**config.mk**
```make
export PLATFORM = sky130hd
export DESIGN_NAME = score_display_scan_flat
export DESIGN_NICKNAME = d
export VERILOG_FILES = /design/src/rtl/score_display_pkg.sv /design/src/rtl/score_display_scan_if.sv /design/src/rtl/bcd_to_seg7.sv /design/src/rtl/score_display_scan.sv /design/src/flat_wrapper.sv
export SDC_FILE = /design/constraint.sdc
export NUM_CORES = 1
export LEC_CHECK = 0
export ABC_AREA = 0
export CORE_MARGIN = 2
export CORE_UTILIZATION = 40
export CTS_CLUSTER_SIZE = 8
export DETAILED_ROUTE_END_ITERATION = 16
export PLACE_DENSITY = 0.58
export SYNTH_ARGS = -nofsm -noshare
export SYNTH_HDL_FRONTEND = slang
export SYNTH_SLANG_ARGS = --single-unit
```
**constraint.sdc**
```tcl
create_clock -name clk -period 3.8 [get_ports clk]
set_input_delay 0.57 -clock clk [delete_from_list [all_inputs] [get_ports clk]]
set_output_delay 0.57 -clock clk [all_outputs]
set_load 0.02 [all_outputs]
```
**src/rtl/score_display_pkg.sv**
```systemverilog
// -----------------------------------------------------------------------------
// score_display_pkg
// Shared types and constants for the score display scanner.
//   - Active-low seven-segment patterns, bit order {g,f,e,d,c,b,a}
//   - Anode "all off" pattern
//   - Scan slot enumeration (which digit position is being driven)
// -----------------------------------------------------------------------------
package score_display_pkg;

  localparam int unsigned DIGIT_W = 4;
  localparam int unsigned SEG_W   = 7;
  localparam int unsigned AN_W    = 4;

  localparam logic [SEG_W-1:0] SEG_0    = 7'b1000000;
  localparam logic [SEG_W-1:0] SEG_1    = 7'b1111001;
  localparam logic [SEG_W-1:0] SEG_2    = 7'b0100100;
  localparam logic [SEG_W-1:0] SEG_3    = 7'b0110000;
  localparam logic [SEG_W-1:0] SEG_4    = 7'b0011001;
  localparam logic [SEG_W-1:0] SEG_5    = 7'b0010010;
  localparam logic [SEG_W-1:0] SEG_6    = 7'b0000010;
  localparam logic [SEG_W-1:0] SEG_7    = 7'b1111000;
  localparam logic [SEG_W-1:0] SEG_8    = 7'b0000000;
  localparam logic [SEG_W-1:0] SEG_9    = 7'b0010000;
  localparam logic [SEG_W-1:0] SEG_DASH = 7'b0111111;
  localparam logic [SEG_W-1:0] SEG_OFF  = 7'b1111111;

  localparam logic [AN_W-1:0]  ANODES_OFF = 4'b1111;

  // Slot value doubles as the anode bit index for the three digit slots.
  typedef enum logic [1:0] {
    SLOT_ONES     = 2'd0,
    SLOT_TENS     = 2'd1,
    SLOT_HUNDREDS = 2'd2,
    SLOT_IDLE     = 2'd3
  } slot_e;

endpackage : score_display_pkg

```
**src/rtl/score_display_scan_if.sv**
```systemverilog
// -----------------------------------------------------------------------------
// score_display_scan_if
// Bundle between the scoreboard side and the display scanner.
//   hundreds_digit/tens_digit/ones_digit : BCD digits from the scoreboard
//   blank                                : active-high, forces all anodes off
//   an  : anode enables, active-low (an[0]=ones, an[1]=tens, an[2]=hundreds)
//   seg : segments, active-low, {g,f,e,d,c,b,a}
//   dp  : decimal point, active-low, always off
// master = scoreboard / pin side, slave = scanner.
// -----------------------------------------------------------------------------
interface score_display_scan_if;
  import score_display_pkg::*;

  logic [DIGIT_W-1:0] hundreds_digit;
  logic [DIGIT_W-1:0] tens_digit;
  logic [DIGIT_W-1:0] ones_digit;
  logic               blank;
  logic [AN_W-1:0]    an;
  logic [SEG_W-1:0]   seg;
  logic               dp;

  modport master (
    output hundreds_digit, tens_digit, ones_digit, blank,
    input  an, seg, dp
  );

  modport slave (
    input  hundreds_digit, tens_digit, ones_digit, blank,
    output an, seg, dp
  );

endinterface : score_display_scan_if

```
**src/rtl/bcd_to_seg7.sv**
```systemverilog
// -----------------------------------------------------------------------------
// bcd_to_seg7
// Purely combinational BCD to active-low seven-segment decoder.
//   bcd_i : 4-bit digit; 10..15 are not BCD and render as a dash
//   seg_o : active-low segments {g,f,e,d,c,b,a}
// -----------------------------------------------------------------------------
module bcd_to_seg7
  import score_display_pkg::*;
(
  input  logic [DIGIT_W-1:0] bcd_i,
  output logic [SEG_W-1:0]   seg_o
);

  always_comb begin
    // NOTE: the default arm covers every unlisted code, so seg_o is assigned
    // on every path and no latch is inferred.
    unique case (bcd_i)
      4'd0:    seg_o = SEG_0;
      4'd1:    seg_o = SEG_1;
      4'd2:    seg_o = SEG_2;
      4'd3:    seg_o = SEG_3;
      4'd4:    seg_o = SEG_4;
      4'd5:    seg_o = SEG_5;
      4'd6:    seg_o = SEG_6;
      4'd7:    seg_o = SEG_7;
      4'd8:    seg_o = SEG_8;
      4'd9:    seg_o = SEG_9;
      default: seg_o = SEG_DASH;
    endcase
  end

endmodule : bcd_to_seg7

```
**src/rtl/score_display_scan.sv**
```systemverilog
// -----------------------------------------------------------------------------
// score_display_scan
// Time-multiplexes three BCD score digits onto a 4-digit common-anode
// seven-segment display. A shadow copy of the digits is taken once per scan
// frame (at the slot 3 -> slot 0 wrap) so a score change never tears a frame.
// Each slot starts with DEAD_CYCLES of all-anodes-off to suppress ghosting.
//
// Ports:
//   clk   : system clock
//   rst_n : synchronous active-low reset
//   disp  : score_display_scan_if.slave (digits, blank in; an, seg, dp out)
//
// Parameters:
//   REFRESH_DIV : clk cycles per digit slot (>= 2)
//   DEAD_CYCLES : leading blank cycles per slot (0 .. REFRESH_DIV-1)
//
// Optional build macro:
//   SCORE_DISPLAY_LZB_EN : leading-zero blanking of hundreds and tens.
// -----------------------------------------------------------------------------
module score_display_scan
  import score_display_pkg::*;
#(
  parameter int unsigned REFRESH_DIV = 100000,
  parameter int unsigned DEAD_CYCLES = 16
) (
  input  logic                clk,
  input  logic                rst_n,
  score_display_scan_if.slave disp
);

  localparam int unsigned     PW         = $clog2(REFRESH_DIV);
  localparam logic [PW-1:0]   PRESC_LAST = PW'(REFRESH_DIV - 1);

  logic [PW-1:0]      prescaler_q, prescaler_d;
  slot_e              slot_q, slot_d;
  logic [DIGIT_W-1:0] sh_hund_q, sh_hund_d;
  logic [DIGIT_W-1:0] sh_tens_q, sh_tens_d;
  logic [DIGIT_W-1:0] sh_ones_q, sh_ones_d;
  logic [AN_W-1:0]    an_q, an_d;
  logic [SEG_W-1:0]   seg_q, seg_d;

  logic               tick;
  logic               in_dead;
  logic               show_tens;
  logic               show_hund;
  logic [DIGIT_W-1:0] digit_mux;
  logic [SEG_W-1:0]   seg_dec;

  assign tick = (prescaler_q == PRESC_LAST);

  // With no dead time the comparison would be constant, so it is not built.
  if (DEAD_CYCLES == 0) begin : g_no_dead
    assign in_dead = 1'b0;
  end else begin : g_dead
    assign in_dead = (prescaler_q < PW'(DEAD_CYCLES));
  end

`ifdef SCORE_DISPLAY_LZB_EN
  assign show_hund = (sh_hund_q != '0);
  assign show_tens = (sh_hund_q != '0) || (sh_tens_q != '0);
`else
  assign show_hund = 1'b1;
  assign show_tens = 1'b1;
`endif

  bcd_to_seg7 u_dec (
    .bcd_i (digit_mux),
    .seg_o (seg_dec)
  );

  // Next-state and registered-output logic.
  always_comb begin
    prescaler_d = tick ? '0 : prescaler_q + PW'(1);
    slot_d      = slot_q;
    sh_hund_d   = sh_hund_q;
    sh_tens_d   = sh_tens_q;
    sh_ones_d   = sh_ones_q;
    digit_mux   = '0;
    an_d        = ANODES_OFF;
    seg_d       = SEG_OFF;

    if (tick) begin
      unique case (slot_q)
        SLOT_ONES:     slot_d = SLOT_TENS;
        SLOT_TENS:     slot_d = SLOT_HUNDREDS;
        SLOT_HUNDREDS: slot_d = SLOT_IDLE;
        default: begin
          // Frame wrap: the only moment the scoreboard digits are sampled.
          slot_d    = SLOT_ONES;
          sh_hund_d = disp.hundreds_digit;
          sh_tens_d = disp.tens_digit;
          sh_ones_d = disp.ones_digit;
        end
      endcase
    end

    // Segments follow the slot even during dead time; only anodes are gated.
    unique case (slot_q)
      SLOT_ONES: begin
        digit_mux = sh_ones_q;
        seg_d     = seg_dec;
        an_d      = 4'b1110;
      end
      SLOT_TENS: begin
        digit_mux = sh_tens_q;
        seg_d     = seg_dec;
        if (show_tens) an_d = 4'b1101;
      end
      SLOT_HUNDREDS: begin
        digit_mux = sh_hund_q;
        seg_d     = seg_dec;
        if (show_hund) an_d = 4'b1011;
      end
      default: begin
        digit_mux = '0;
        seg_d     = SEG_OFF;
        an_d      = ANODES_OFF;
      end
    endcase

    if (in_dead || disp.blank) an_d = ANODES_OFF;
  end

  // NOTE: sequential state uses non-blocking assignments so every register
  // samples pre-edge values, independent of statement order.
  always_ff @(posedge clk) begin
    if (!rst_n) begin
      prescaler_q <= '0;
      slot_q      <= SLOT_ONES;
      sh_hund_q   <= '0;
      sh_tens_q   <= '0;
      sh_ones_q   <= '0;
      an_q        <= ANODES_OFF;
      seg_q       <= SEG_OFF;
    end else begin
      prescaler_q <= prescaler_d;
      slot_q      <= slot_d;
      sh_hund_q   <= sh_hund_d;
      sh_tens_q   <= sh_tens_d;
      sh_ones_q   <= sh_ones_d;
      an_q        <= an_d;
      seg_q       <= seg_d;
    end
  end

  assign disp.an  = an_q;
  assign disp.seg = seg_q;
  assign disp.dp  = 1'b1;

endmodule : score_display_scan

```
**src/flat_wrapper.sv**
```systemverilog
// flat-port wrapper written by rule: the top's interface ports become plain ports
module score_display_scan_flat import score_display_pkg::*;
#(
  parameter int unsigned REFRESH_DIV = 100000,
  parameter int unsigned DEAD_CYCLES = 16
)
  (clk, rst_n, disp_hundreds_digit, disp_tens_digit, disp_ones_digit, disp_blank, disp_an, disp_seg, disp_dp);
  score_display_scan_if disp_i ();
  input  logic clk;
  input  logic rst_n;
  input wire logic [$bits(disp_i.hundreds_digit)-1:0] disp_hundreds_digit;
  input wire logic [$bits(disp_i.tens_digit)-1:0] disp_tens_digit;
  input wire logic [$bits(disp_i.ones_digit)-1:0] disp_ones_digit;
  input wire logic [$bits(disp_i.blank)-1:0] disp_blank;
  output wire logic [$bits(disp_i.an)-1:0] disp_an;
  output wire logic [$bits(disp_i.seg)-1:0] disp_seg;
  output wire logic [$bits(disp_i.dp)-1:0] disp_dp;
  assign disp_i.hundreds_digit = disp_hundreds_digit;
  assign disp_i.tens_digit = disp_tens_digit;
  assign disp_i.ones_digit = disp_ones_digit;
  assign disp_i.blank = disp_blank;
  assign disp_an = disp_i.an;
  assign disp_seg = disp_i.seg;
  assign disp_dp = disp_i.dp;
  score_display_scan #(.REFRESH_DIV(REFRESH_DIV), .DEAD_CYCLES(DEAD_CYCLES)) u_core (.clk(clk), .rst_n(rst_n), .disp(disp_i));
endmodule
```
Word-level counts from Yosys, hierarchy flattened
Memories as Yosys holds them, arrays and structs flattened. A register that Yosys moved wholly into a read port is not among the register bits.
Index checks and enable logic that the tools add are counted.
{ "classes": {"add_sub_neg": 1, "multipliers": 0, "n_div": 0, "magnitude_cmp": 1, "eq_ne": 3, "shift": 0, "mux": 3, "bitwise": 2, "n_reduce_logical": 8} }
{ "op_table": {"columns": ["cell", "count"], "rows": [
  ["$add 17x1->17 const B", 1],
  ["$eq 17x17->1 const B", 1],
  ["$lt 17x5->1 const B", 1],
  ["$pmux 4 s3", 1],
  ["$pmux 3 s3", 1],
  ["$pmux 2 s3", 1],
  ["$reduce_and 2->1", 2],
  ["$reduce_or 2->1", 2],
  ["$reduce_or 3->1", 1],
  ["$eq 2x1->1 const B", 1],
  ["$eq 2x2->1 const B", 1],
  ["$logic_not 2->1", 1],
  ["$not 1->1", 2],
  ["$logic_not 1->1", 1],
  ["$logic_or 1x1->1", 1]
]} }
{ "totals": {"reg_bits": 35, "latchBits": 0, "mem_bits_rw": 0, "rom_bits": 112, "inputBits": 15, "wordCells": 25, "n_memories": 1} }
{ "mem_list": {"columns": ["memory", "words", "width", "rd", "rd_ports_with_merged_regs", "wr", "line", "text"], "rows": [
  ["(name not given)", 16, 7, 1, 1, 0, "bcd_to_seg7.sv:17", "unique case (bcd_i)"]
]} }

Depth between registers and ports, before layout
Gate-level depths: netlist of run 1.
{ "depth": {"ltp_word": 4, "depth_mapped": 9, "depth_no_buf": 9} }

Cells and area by module
Synthesis of run 1 repeated with hierarchy kept, for this count alone.
{ "hier_totals": {"cells_unflattened": 227, "area_unflattened_um2": 1960.6} }
{ "modules_own_cells": {"columns": ["mod", "n_inst", "cells_per_inst", "area_per_inst_um2", "seq_area_each_um2"], "rows": [
  ["score_display_scan", 1, 196, 1736.7, 820.8],
  ["bcd_to_seg7", 1, 31, 224.0, 0.0]
]} }

Worst setup path before layout of run 1
No wires, ideal clock.
{ "synth_path": {"path_kind": "register -> register", "from": "register u_core.slot_q[0]", "to": "register u_core.seg_q[1] (netlist: u_core.disp.seg[1])", "arrival_ns": 1.838, "setup_slack_ns": 1.813, "stages_incl_launch_ff": 7, "path_buffers": 0, "period_less_slack_ns": 1.987, "path_cell_list": "dfxtp_1 -> inv_1 -> ha_1 -> a222oi_1 -> a21oi_1 -> nor3_2 -> o31ai_1"} }
{ "synth_via": {"elab_chain_len": 4, "elab_cells_between_ends": 7, "classes_between": "eq/ne: 2; mux: 1; reduce/logical: 4"} }
{ "synth_lines": {"columns": ["element", "line", "text"], "rows": [
  ["start, declared", "score_display_scan.sv:35", "slot_e slot_q, slot_d;"],
  ["start signal, assigned", "score_display_scan.sv:137", "slot_q <= slot_d;"],
  ["$eq 2x1->1 (tied with other cells)", "score_display_scan.sv:98", "unique case (slot_q)"],
  ["$reduce_or 3->1 (no source line)", null, null],
  ["$reduce_and 2->1 (no source line)", null, null],
  ["$logic_not 1->1 (no source line)", null, null],
  ["end, declared", "score_display_scan.sv:40", "logic [SEG_W-1:0] seg_q, seg_d;"]
]} }
Several ways; a longest one is shown, not always the timed one.
A chain may end at the register's enable or synchronous reset.

Final worst setup path of run 1
Same ends and word-level chain as after synthesis.

==> impl_metrics.json, run 1 <==
{
  "ff2ff_setup_slack_ns": 1.39,
  "synth-edff-count": 0,
  "path_class": "reg -> reg",
  "n_antenna_cell": 0,
  "cp.required_ns": 3.94,
  "postCtsHoldBufs": 0,
  "cp_slowest_cell": "a222oi_1",
  "via_per_inst": 5.04,
  "grt_pass1_wl_mm": 6.19,
  "maxCapViolCount": 0,
  "setup_viol": 0,
  "fin_skew_ns": 0.00456,
  "maxSlewViolCount": 0,
  "final_antenna_net_count": 0,
  "cp-start-kind": "flip-flop",
  "hold_viol_final": 0,
  "synth_top_family_by_area": "simple AND/OR/NAND/NOR gates",
  "synth.cell_area_um2": 1890,
  "status": "finished clean",
  "nFillCells": 468,
  "die_h_um": 72.8,
  "final_cells": 291,
  "fp.dieW_um": 72.8,
  "slowest_delay_ns": 0.93,
  "seq_power_share_pct": 57.2,
  "place_hpwl_mm": 2.59,
  "die_area_um2": 5300,
  "clk_latency_ns": 0.29,
  "core_area_um2": 4630,
  "core.rowCount": 25,
  "drtIter0Drc": 79,
  "cts_htree_levels": 2,
  "worstReg2RegStart": "u_core.slot_q[0]",
  "intPower_mw": 0.604,
  "hold_path.class": "reg -> reg",
  "portBuffers": 24,
  "switchingPower_mw": 0.165,
  "netlist.area_leader.share_pct": 43.4,
  "tritoncts": "built",
  "p_clk_share_pct": 36.6,
  "track_usage_pct": 14.9,
  "swShare_pct": 21.4,
  "initial_core_util_pct": 40.9,
  "postCtsSetupBuffers": 0,
  "multi_input_area_um2": 993,
  "overflow": 0,
  "seq_area_um2": 821,
  "drive_gt1_share_pct": 5.06,
  "ctsRootBufferMaster": "clkbuf_8",
  "peakVddDrop_mv": 0.169,
  "ys_types": 32,
  "pre_cts_ws_ns": 1.35,
  "power_frac_comb_pct": 6.2,
  "antenna_found_initial": 0,
  "yosys.area_share.adder_pct": 6.61,
  "clockBufferDepth": 2,
  "avgSynthCellArea_um2": 8.88,
  "worst_setup_path_end_kind": "flip-flop",
  "post-route-period-util_pct": 63.5,
  "setup_tns_ns": 0,
  "firstDrtPassIters": 5,
  "synth-compound-area-share_pct": 7.80,
  "arrival_ns": 2.55,
  "place_inst": 284,
  "area_growth_pct": 18.9,
  "synthCells": 213,
  "slew_headroom_pct": 31.8,
  "fin_ws_ns": 1.39,
  "numCtsBuffers": 5,
  "routed-via-count": 1466,
  "cp_cell_sequence": "inv_1 -> ha_1 -> a222oi_1 -> a21oi_1 -> nor3_2 -> o31ai_1",
  "rr_worst_depth": 6,
  "ys_warn_count": 0,
  "synth_mux_area_share_pct": 9.26,
  "synth_top_area_cell": "dfxtp_1",
  "layout.nets": 262,
  "total_power_mw": 0.769,
  "worstReg2RegEnd": "u_core.disp.seg[1]",
  "synth-seq-cells": 41,
  "gp_congestion": 0.792,
  "wire_per_inst_um": 12.2,
  "synth_seq_area_share_pct": 43.4,
  "hold-path-cell-count": 2,
  "fmax_ghz": 0.414,
  "holdPathEnd": "u_core.sh_ones_q[1]",
  "grt_max_degree": 30,
  "ios": 27,
  "synth_xor_xnor_area_share_pct": 6.02,
  "fin_crit_ns": 2.41,
  "synth-simple-area-share_pct": 22.4,
  "ctsResizeCount": 0,
  "worst_pin_slew_ns": 1.02,
  "clkTransAtPathRegs_ns": 0.07,
  "min_from": "u_core.sh_ones_q[1]",
  "finalWirelength_mm": 3.56,
  "rsz0062_at_grt": "false",
  "netlist_top_cells_area": "dfxtp_1 43%, mux2i_1 8.5%, nand2_1 7.3%",
  "grt_pass1_vias": 1356,
  "async_flop_share_pct": 0,
  "power.leakage_nw": 0.842,
  "synth_ff_type": "dfxtp_1",
  "path_max_fanout": 6,
  "p_per_area_nw_per_um2": 342,
  "drc": 0,
  "clock-sinks": 41
}
layer usage:
metal	wire, µm	up-vias	track usage, %
li1	-	776	-
met1	1750	657	19.7
met2	1600	28	23.6
met3	166	5	3.18
met4	44	0	6.17
met5	0	-	0
cell families after synthesis:
| family | Yosys count |
|---|---|
| and+or+nand+nor | 92 |
| DFF | 41 |
| AOI/OAI and AO/OA | 21 |
| buffers and inverters | 18 |
| muxes | 17 |
| xor gates and xnor gates | 13 |
| adders and majority gates | 10 |
| other | 1 |
worst max-delay path: cells and delay by family (launching register included):
| kind | cells | cell delay [ns] |
|---|---|---|
| AOI/OAI and AO/OA | 3 | 1.25 |
| DFF | 1 | 0.38 |
| and+or+nand+nor | 1 | 0.28 |
| adders and majority gates | 1 | 0.28 |
| buffers and inverters | 1 | 0.08 |
cells in the mapped netlist, types with 5 or more instances:
cell type	number
a21oi_1	5
dfxtp_1	41
ha_1	10
inv_1	9
mux2i_1	16
nand2_1	37
nand3_1	10
nand4_1	5
nor2_1	21
xnor2_1	7
xor2_1	6
registers in the layout (all words and copies together) (netlist names):
signal	cells
u_core.prescaler_q	17
u_core.disp.an	3
u_core.sh_hund_q	4
u_core.disp.seg	7
u_core.slot_q	2
u_core.sh_ones_q	4
u_core.sh_tens_q	4
cells in the final DEF (no fill, tap or decap), drive strengths merged:
cell type / netlist / routed
dfxtp: 41 / 41
nand2: 37 / 37
clkdlybuf4s50: 0 / 24
nor2: 22 / 22
mux2i: 16 / 16
nand3: 10 / 10
ha: 10 / 10
inv: 9 / 9
xnor2: 7 / 7
clkbuf: 4 / 7
xor2: 6 / 6
o21ai: 6 / 6
a21oi: 5 / 5
nand4: 5 / 5
nor3: 5 / 5
a222oi: 4 / 4
nor4: 4 / 4
or4: 4 / 4
or3: 3 / 3
o31ai: 3 / 3
conb: 1 / 2
or2: 1 / 1
a311oi: 1 / 1
o211a: 1 / 1
and4: 1 / 1
mux2: 1 / 1
o21a: 1 / 1
buf: 5 / 1
through the flow:
| step | hold WS, ns | util [%] | instance area, µm² |
|---|---|---|---|
| floorplan | 0.434 | - | 1900 |
| global placement | 0.442 | 46.7 | 2160 |
| detailed placement | 0.447 | 46.7 | 2160 |
| CTS | 0.462 | 48.6 | 2250 |
| global route | 0.481 | 48.6 | 2250 |
| finish | 0.461 | 48.6 | 2250 |
power groups by stage:
stage	registers (mW)	logic, mW	clock network, mW
final	0.440	0.0475	0.281
after global routing	0.440	0.0533	0.310
after CTS	0.440	0.0482	0.293
after detailed placement	0.450	0.0481	0
after floorplan	0.454	0.0201	0
after global placement	0.449	0.0484	0
layout make-up:
type / instances / share of cell area (%)
Clock buffer: 7 / 3.84
Inverter: 9 / 1.50
Multi-Input combinational cell: 155 / 44.2
Sequential cell: 41 / 36.5
Tap cell: 54 / 3.00
Timing Repair Buffer: 25 / 11.0
worst max path at each step:
stage	from	endpoint	slack, ns	cells after the start
3_5_place_dp	u_core.slot_q[0]	u_core.disp.seg[1]	1.35	6
2_1_floorplan	u_core.slot_q[0]	u_core.disp.seg[1]	1.81	6
3_3_place_gp	u_core.slot_q[0]	u_core.disp.seg[1]	1.36	6
4_1_cts	u_core.slot_q[0]	u_core.disp.seg[1]	1.38	6
6_report	u_core.slot_q[0]	u_core.disp.seg[1]	1.39	6
5_1_grt	u_core.slot_q[0]	u_core.disp.seg[1]	1.19	6
Note: power is estimated with default switching activity, not from simulation.
==> inputs of run 2 (changes only) <==
==> constraint.sdc (replaced) <==
create_clock -name clk -period 2.25 [get_ports clk]
set_input_delay 0.3375 -clock clk [delete_from_list [all_inputs] [get_ports clk]]
set_output_delay 0.3375 -clock clk [all_outputs]
set_load 0.02 [all_outputs]
==> run 2 against run 1 <==
  * Critical endpoint is now u_core.disp.seg[6]
  * Utilization grew 1.3 points
  * Worst setup slack worse by 1.2 ns
  * Clock skew grew 0.0056 ns
  * Sequential power is 69% higher
  * Largest cell class unchanged
  * Critical path type unchanged
  * Global-route usage increased by 0.41 points
  * Fmax increased by 16%
==> impl_metrics.json, run 2 (synthesized netlist as in run 1, its figures left out) <==
{
  "status": "finished clean",
  "cp_slowest_cell": "a222oi_1",
  "ff2ff_setup_slack_ns": 0.17,
  "regMostFlops": "u_core.prescaler_q",
  "fin_crit_ns": 2.08,
  "post-route-period-util_pct": 92.4,
  "grt_max_degree": 29,
  "die_area_um2": 5300,
  "via_per_inst": 5.03,
  "maxSlewViolCount": 0,
  "fmax_ghz": 0.481,
  "drive_gt1_share_pct": 8.94,
  "track_usage_pct": 15.3,
  "postCtsSetupBuffers": 0,
  "antenna_found_initial": 0,
  "clk_latency_ns": 0.30,
  "hold_path.class": "reg -> reg",
  "numCtsBuffers": 5,
  "gp_congestion": 0.820,
  "layout_commonest_cell": "dfxtp_1",
  "postCtsHoldBufs": 0,
  "final_area_um2": 2310,
  "total_power_mw": 1.30,
  "setup_tns_ns": 0,
  "peakVddDrop_mv": 0.300,
  "ctsRootBufferMaster": "clkbuf_8",
  "clock-sinks": 41,
  "grt_pass1_vias": 1350,
  "multi_input_area_um2": 993,
  "path_max_fanout": 6,
  "arrival_ns": 2.27,
  "seq_area_um2": 821,
  "drtIter0Drc": 91,
  "clockBufferDepth": 2,
  "cp.required_ns": 2.44,
  "core.rowCount": 25,
  "whs_ns": 0.463,
  "overflow": 0,
  "final_cells": 300,
  "maxCapViolCount": 0,
  "tritoncts": "built",
  "initial_core_util_pct": 40.9,
  "grt_pass1_wl_mm": 6.19,
  "final_cell_mix": "41 x dfxtp_1, 37 x nand2_1, 24 x clkdlybuf4s50_1, 21 x nor2_1, 16 x mux2i_1",
  "n_antenna_cell": 0,
  "place_inst": 292,
  "core_area_um2": 4630,
  "firstDrtPassIters": 4,
  "final_antenna_net_count": 0,
  "portBuffers": 24,
  "ios": 27,
  "cp_cell_sequence": "inv_1 -> ha_1 -> a222oi_1 -> or2_2 -> inv_1 -> ha_1 -> mux2_4 -> nand2_1 -> nand2_1",
  "fp.dieW_um": 72.8,
  "cp-start-kind": "flip-flop",
  "power.leakage_nw": 0.880,
  "area_growth_pct": 22.1,
  "routed-via-count": 1509,
  "clkTransAtPathRegs_ns": 0.08,
  "nFillCells": 458,
  "slowest_delay_ns": 0.41,
  "cts_htree_levels": 2,
  "die_h_um": 72.8,
  "wire_per_inst_um": 12.2,
  "path_class": "reg -> reg",
  "largest_reg_flops": 17,
  "post_dp_cell_area_um2": 2220,
  "layout.nets": 270,
  "worst_setup_path_end_kind": "flip-flop",
  "setup_viol": 0,
  "rsz0062_at_grt": "false",
  "p_per_area_nw_per_um2": 564,
  "finalWirelength_mm": 3.66,
  "hold_viol_final": 0,
  "place_hpwl_mm": 2.68,
  "fin_skew_ns": 0.0102,
  "drc": 0
}
[run 2: changes by cell type in the layout (fill, tap and decap cells not counted)]
| cell | previous run | this run |
|---|---|---|
| clkinvlp_4 | 0 | 1 |
| clkbuf_8 | 6 | 5 |
| clkinv_2 | 0 | 2 |
| buf_4 | 1 | 9 |
| clkbuf_1 | 1 | 0 |
[run 2: routing by layer]
| layer | vias to the layer above | global-route usage (%) | wire, µm |
|---|---|---|---|
| met3 | 7 | 4.28 | 179 |
| met5 | - | 0 | 0 |
| met4 | 0 | 7.41 | 75 |
| li1 | 793 | - | - |
| met1 | 675 | 19.6 | 1730 |
| met2 | 34 | 23.8 | 1680 |
[run 2: power breakdown]
| part | leakage (nW) | switching [mW] | total (mW) | internal [mW] |
|---|---|---|---|---|
| clock | 0.0439 | 0.262 | 0.476 | 0.214 |
| combinational | 0.503 | 0.0394 | 0.0836 | 0.0441 |
| sequential | 0.333 | 0.00755 | 0.743 | 0.735 |
| total | 0.880 | 0.309 | 1.30 | 0.993 |
[run 2: area by class of cell]
cell class / count / area share, %
tap: 54 / 2.93
timing repair buffer: 33 / 13.3
multi-input combinational: 155 / 43.0
sequential: 41 / 35.5
clock inverter: 3 / 0.758
clock buffer: 5 / 2.98
inverter: 9 / 1.46
[run 2: final timing paths]
path | start | end | cells past startpoint
worst max-delay path | u_core.slot_q[0] | u_core.disp.seg[6] | 9
worst min-delay path | u_core.sh_tens_q[1] | u_core.sh_tens_q[1] | 2
worst max register to register | u_core.slot_q[0] | u_core.disp.seg[6] | 9
worst min register to register | u_core.sh_tens_q[1] | u_core.sh_tens_q[1] | 2
[run 2: stage by stage]
step | utilization, % | setup slack (ns)
3_5_place_dp | 48.0 | 0.173
5_1_grt | 49.9 | 0.00898
2_1_floorplan | - | 0.263
6_report | 49.9 | 0.170
4_1_cts | 49.9 | 0.132
3_3_place_gp | 48.0 | 0.215
[run 2: worst max-delay path, delay by kind of cell, from the launching register on]
kind                     cells  cell delay (ns)
adder cells (fa/ha/maj)      2             0.47
flip-flops                   1             0.38
buffers and inverters        2             0.14
AO/OA/AOI/OAI                1             0.41
AND/OR/NAND/NOR              3             0.32
multiplexers                 1             0.27
[run 2: what timing repair did]
action	CTS	global route
endpoints found under the hold margin	0	0
setup endpoints to repair	0	1
resized for setup	0	0
==> inputs of run 3 (changes only) <==
--- a/config.mk
+++ b/config.mk
@@ -6,11 +6,14 @@
 export NUM_CORES = 1
 export LEC_CHECK = 0
 export ABC_AREA = 0
-export CORE_MARGIN = 2
+export CELL_PAD_IN_SITES_DETAIL_PLACEMENT = 1
+export CELL_PAD_IN_SITES_GLOBAL_PLACEMENT = 1
+export CORE_MARGIN = 3
 export CORE_UTILIZATION = 40
 export CTS_CLUSTER_SIZE = 8
 export DETAILED_ROUTE_END_ITERATION = 16
-export PLACE_DENSITY = 0.58
+export PLACE_DENSITY = 0.74
 export SYNTH_ARGS = -nofsm -noshare
 export SYNTH_HDL_FRONTEND = slang
 export SYNTH_SLANG_ARGS = --single-unit
+export TNS_END_PERCENT = 10
==> run 3 against run 2 <==
  * Cell area increased by 0.16%
  * Count of clock-buffer cells in the layout up 3
  * Via count up 4.8%
  * Hold slack improved by 0.0038 ns
  * Critical path depth stayed put
  * Global-route usage rose by 0.94 points
  * Final cell count down 0.33%
  * Register-to-register slack improved by 0.03 ns
  * Wire length up 12%
  * Worst setup slack improved by 0.031 ns
  * Critical path type unchanged
==> impl_metrics.json, run 3 (synthesized netlist as in run 1, its figures left out) <==
{
  "status": "finished clean",
  "ctsRootBufferMaster": "clkbuf_8",
  "clk_latency_ns": 0.29,
  "path_max_fanout": 6,
  "busiest_layer": "met2",
  "portBuffers": 24,
  "setup_viol": 0,
  "use_met2_pct": 24.8,
  "wire_per_inst_um": 13.7,
  "ios": 27,
  "maxSlewViolCount": 0,
  "clock-sinks": 41,
  "via_per_inst": 5.29,
  "seq_area_um2": 823,
  "layout.nets": 271,
  "fmax_ghz": 0.488,
  "fin_crit_ns": 2.05,
  "crit_path_end": "u_core.disp.seg[6]",
  "tritoncts": "built",
  "grt_use_met1_pct": 22.8,
  "fp.dieW_um": 74.8,
  "multi_input_area_um2": 996,
  "post-route-period-util_pct": 91.1,
  "peakVddDrop_mv": 0.287,
  "cp_slowest_cell": "a222oi_1",
  "layout_commonest_cell": "dfxtp_1",
  "initial_core_util_pct": 42.3,
  "grt_max_degree": 29,
  "nFillCells": 551,
  "power.leakage_nw": 0.879,
  "postCtsHoldBufs": 0,
  "gp_congestion": 0.753,
  "core.rowCount": 24,
  "final_antenna_net_count": 0,
  "area_growth_pct": 22.3,
  "drtIter0Drc": 88,
  "maxCapViolCount": 0,
  "clkTransAtPathRegs_ns": 0.07,
  "pre_cts_ws_ns": 0.0599,
  "overflow": 0,
  "cp.required_ns": 2.43,
  "n_antenna_cell": 0,
  "rr_worst_depth": 9,
  "slowest_delay_ns": 0.40,
  "largest_reg_flops": 17,
  "clockBufferDepth": 2,
  "grt_util_met3_pct": 4.01,
  "min_from": "u_core.sh_tens_q[2]",
  "drc": 0,
  "total_power_mw": 1.28,
  "firstDrtPassIters": 5,
  "ff2ff_setup_slack_ns": 0.20,
  "fin_ws_ns": 0.201,
  "fin_skew_ns": 0.00397,
  "die_h_um": 74.8,
  "path_class": "reg -> reg",
  "rsz0062_at_grt": "false",
  "finalWirelength_mm": 4.11,
  "die_area_um2": 5590,
  "track_usage_pct": 16.3,
  "final_area_um2": 2310,
  "cp_cell_sequence": "inv_1 -> ha_1 -> a222oi_1 -> or2_2 -> inv_1 -> ha_1 -> mux2_4 -> nand2_1 -> nand2_1",
  "routed-via-count": 1581,
  "cp-start-kind": "flip-flop",
  "hold_path.class": "reg -> reg",
  "numCtsBuffers": 5,
  "grt_pass1_vias": 1498,
  "arrival_ns": 2.23,
  "p_per_area_nw_per_um2": 555,
  "setup_tns_ns": 0,
  "worstReg2RegStart": "u_core.slot_q[0]",
  "antenna_found_initial": 0,
  "final_cell_mix": "39 x dfxtp_1, 37 x nand2_1, 24 x clkdlybuf4s50_1, 21 x nor2_1, 16 x mux2i_1",
  "grt_pass1_wl_mm": 6.98,
  "drive_gt1_share_pct": 9.31,
  "cts_htree_levels": 2,
  "core_area_um2": 4470,
  "startpoint": "u_core.slot_q[0]",
  "worst_setup_path_end_kind": "flip-flop",
  "regMostFlops": "u_core.prescaler_q",
  "post_dp_cell_area_um2": 2210,
  "hold_viol_final": 0,
  "worstReg2RegEnd": "u_core.disp.seg[6]",
  "place_hpwl_mm": 3.13
}
==> run 3: critical path, delay by kind of cell, from the launching register on <==
kind	cells	cell delay, ns
buffers and inverters	2	0.12
and+or+nand+nor	3	0.32
adders and majority gates	2	0.46
muxes	1	0.26
AOI/OAI and AO/OA	1	0.40
DFF	1	0.36
==> run 3: what timing repair did <==
item / CTS / global route
endpoints found under the hold margin: 0 / 0
endpoints found under the setup margin: 0 / 7
resized for setup: 0 / 3
setup buffers: 0 / 2
==> run 3: cell type report <==
type                            count  area share (%)
Tap cell                           52            2.81
Multi-Input combinational cell    155            43.1
Timing Repair Buffer               34            13.6
Clock buffer                        8            3.46
Inverter                            9            1.46
Sequential cell                    41            35.6
==> run 3: stage by stage <==
stage / std cells / hold WS [ns] / utilization (%)
3_3_place_gp: 289 / 0.445 / 49.5
3_5_place_dp: 289 / 0.449 / 49.5
6_report: 299 / 0.466 / 51.7
5_1_grt: 299 / 0.487 / 51.7
2_1_floorplan: 214 / 0.434 / -
4_1_cts: 297 / 0.468 / 51.3
==> run 3: routing by layer <==
layer	up-vias	routed length, µm	part of all wire, %
met5	-	0	0
met4	0	44	1.1
met3	5	132	3.2
met2	30	1840	45
met1	750	2090	51
li1	796	-	-
==> run 3: power breakdown <==
group / internal (mW) / leakage (nW) / switching (mW) / total [mW]
Clock: 0.221 / 0.0395 / 0.237 / 0.458
Combinational: 0.0431 / 0.505 / 0.0409 / 0.0840
Sequential: 0.735 / 0.334 / 0.00775 / 0.743
==> run 3: how the worst min path moves through the flow <==
stage,endpoint,slack (ns),cells after the start
final,u_core.sh_tens_q[2],0.47,2
after detailed placement,u_core.sh_hund_q[2],0.45,2
after global routing,u_core.sh_tens_q[2],0.49,2
after CTS,u_core.sh_hund_q[2],0.47,2
after floorplan,u_core.sh_tens_q[0],0.43,2
after global placement,u_core.sh_hund_q[2],0.45,2
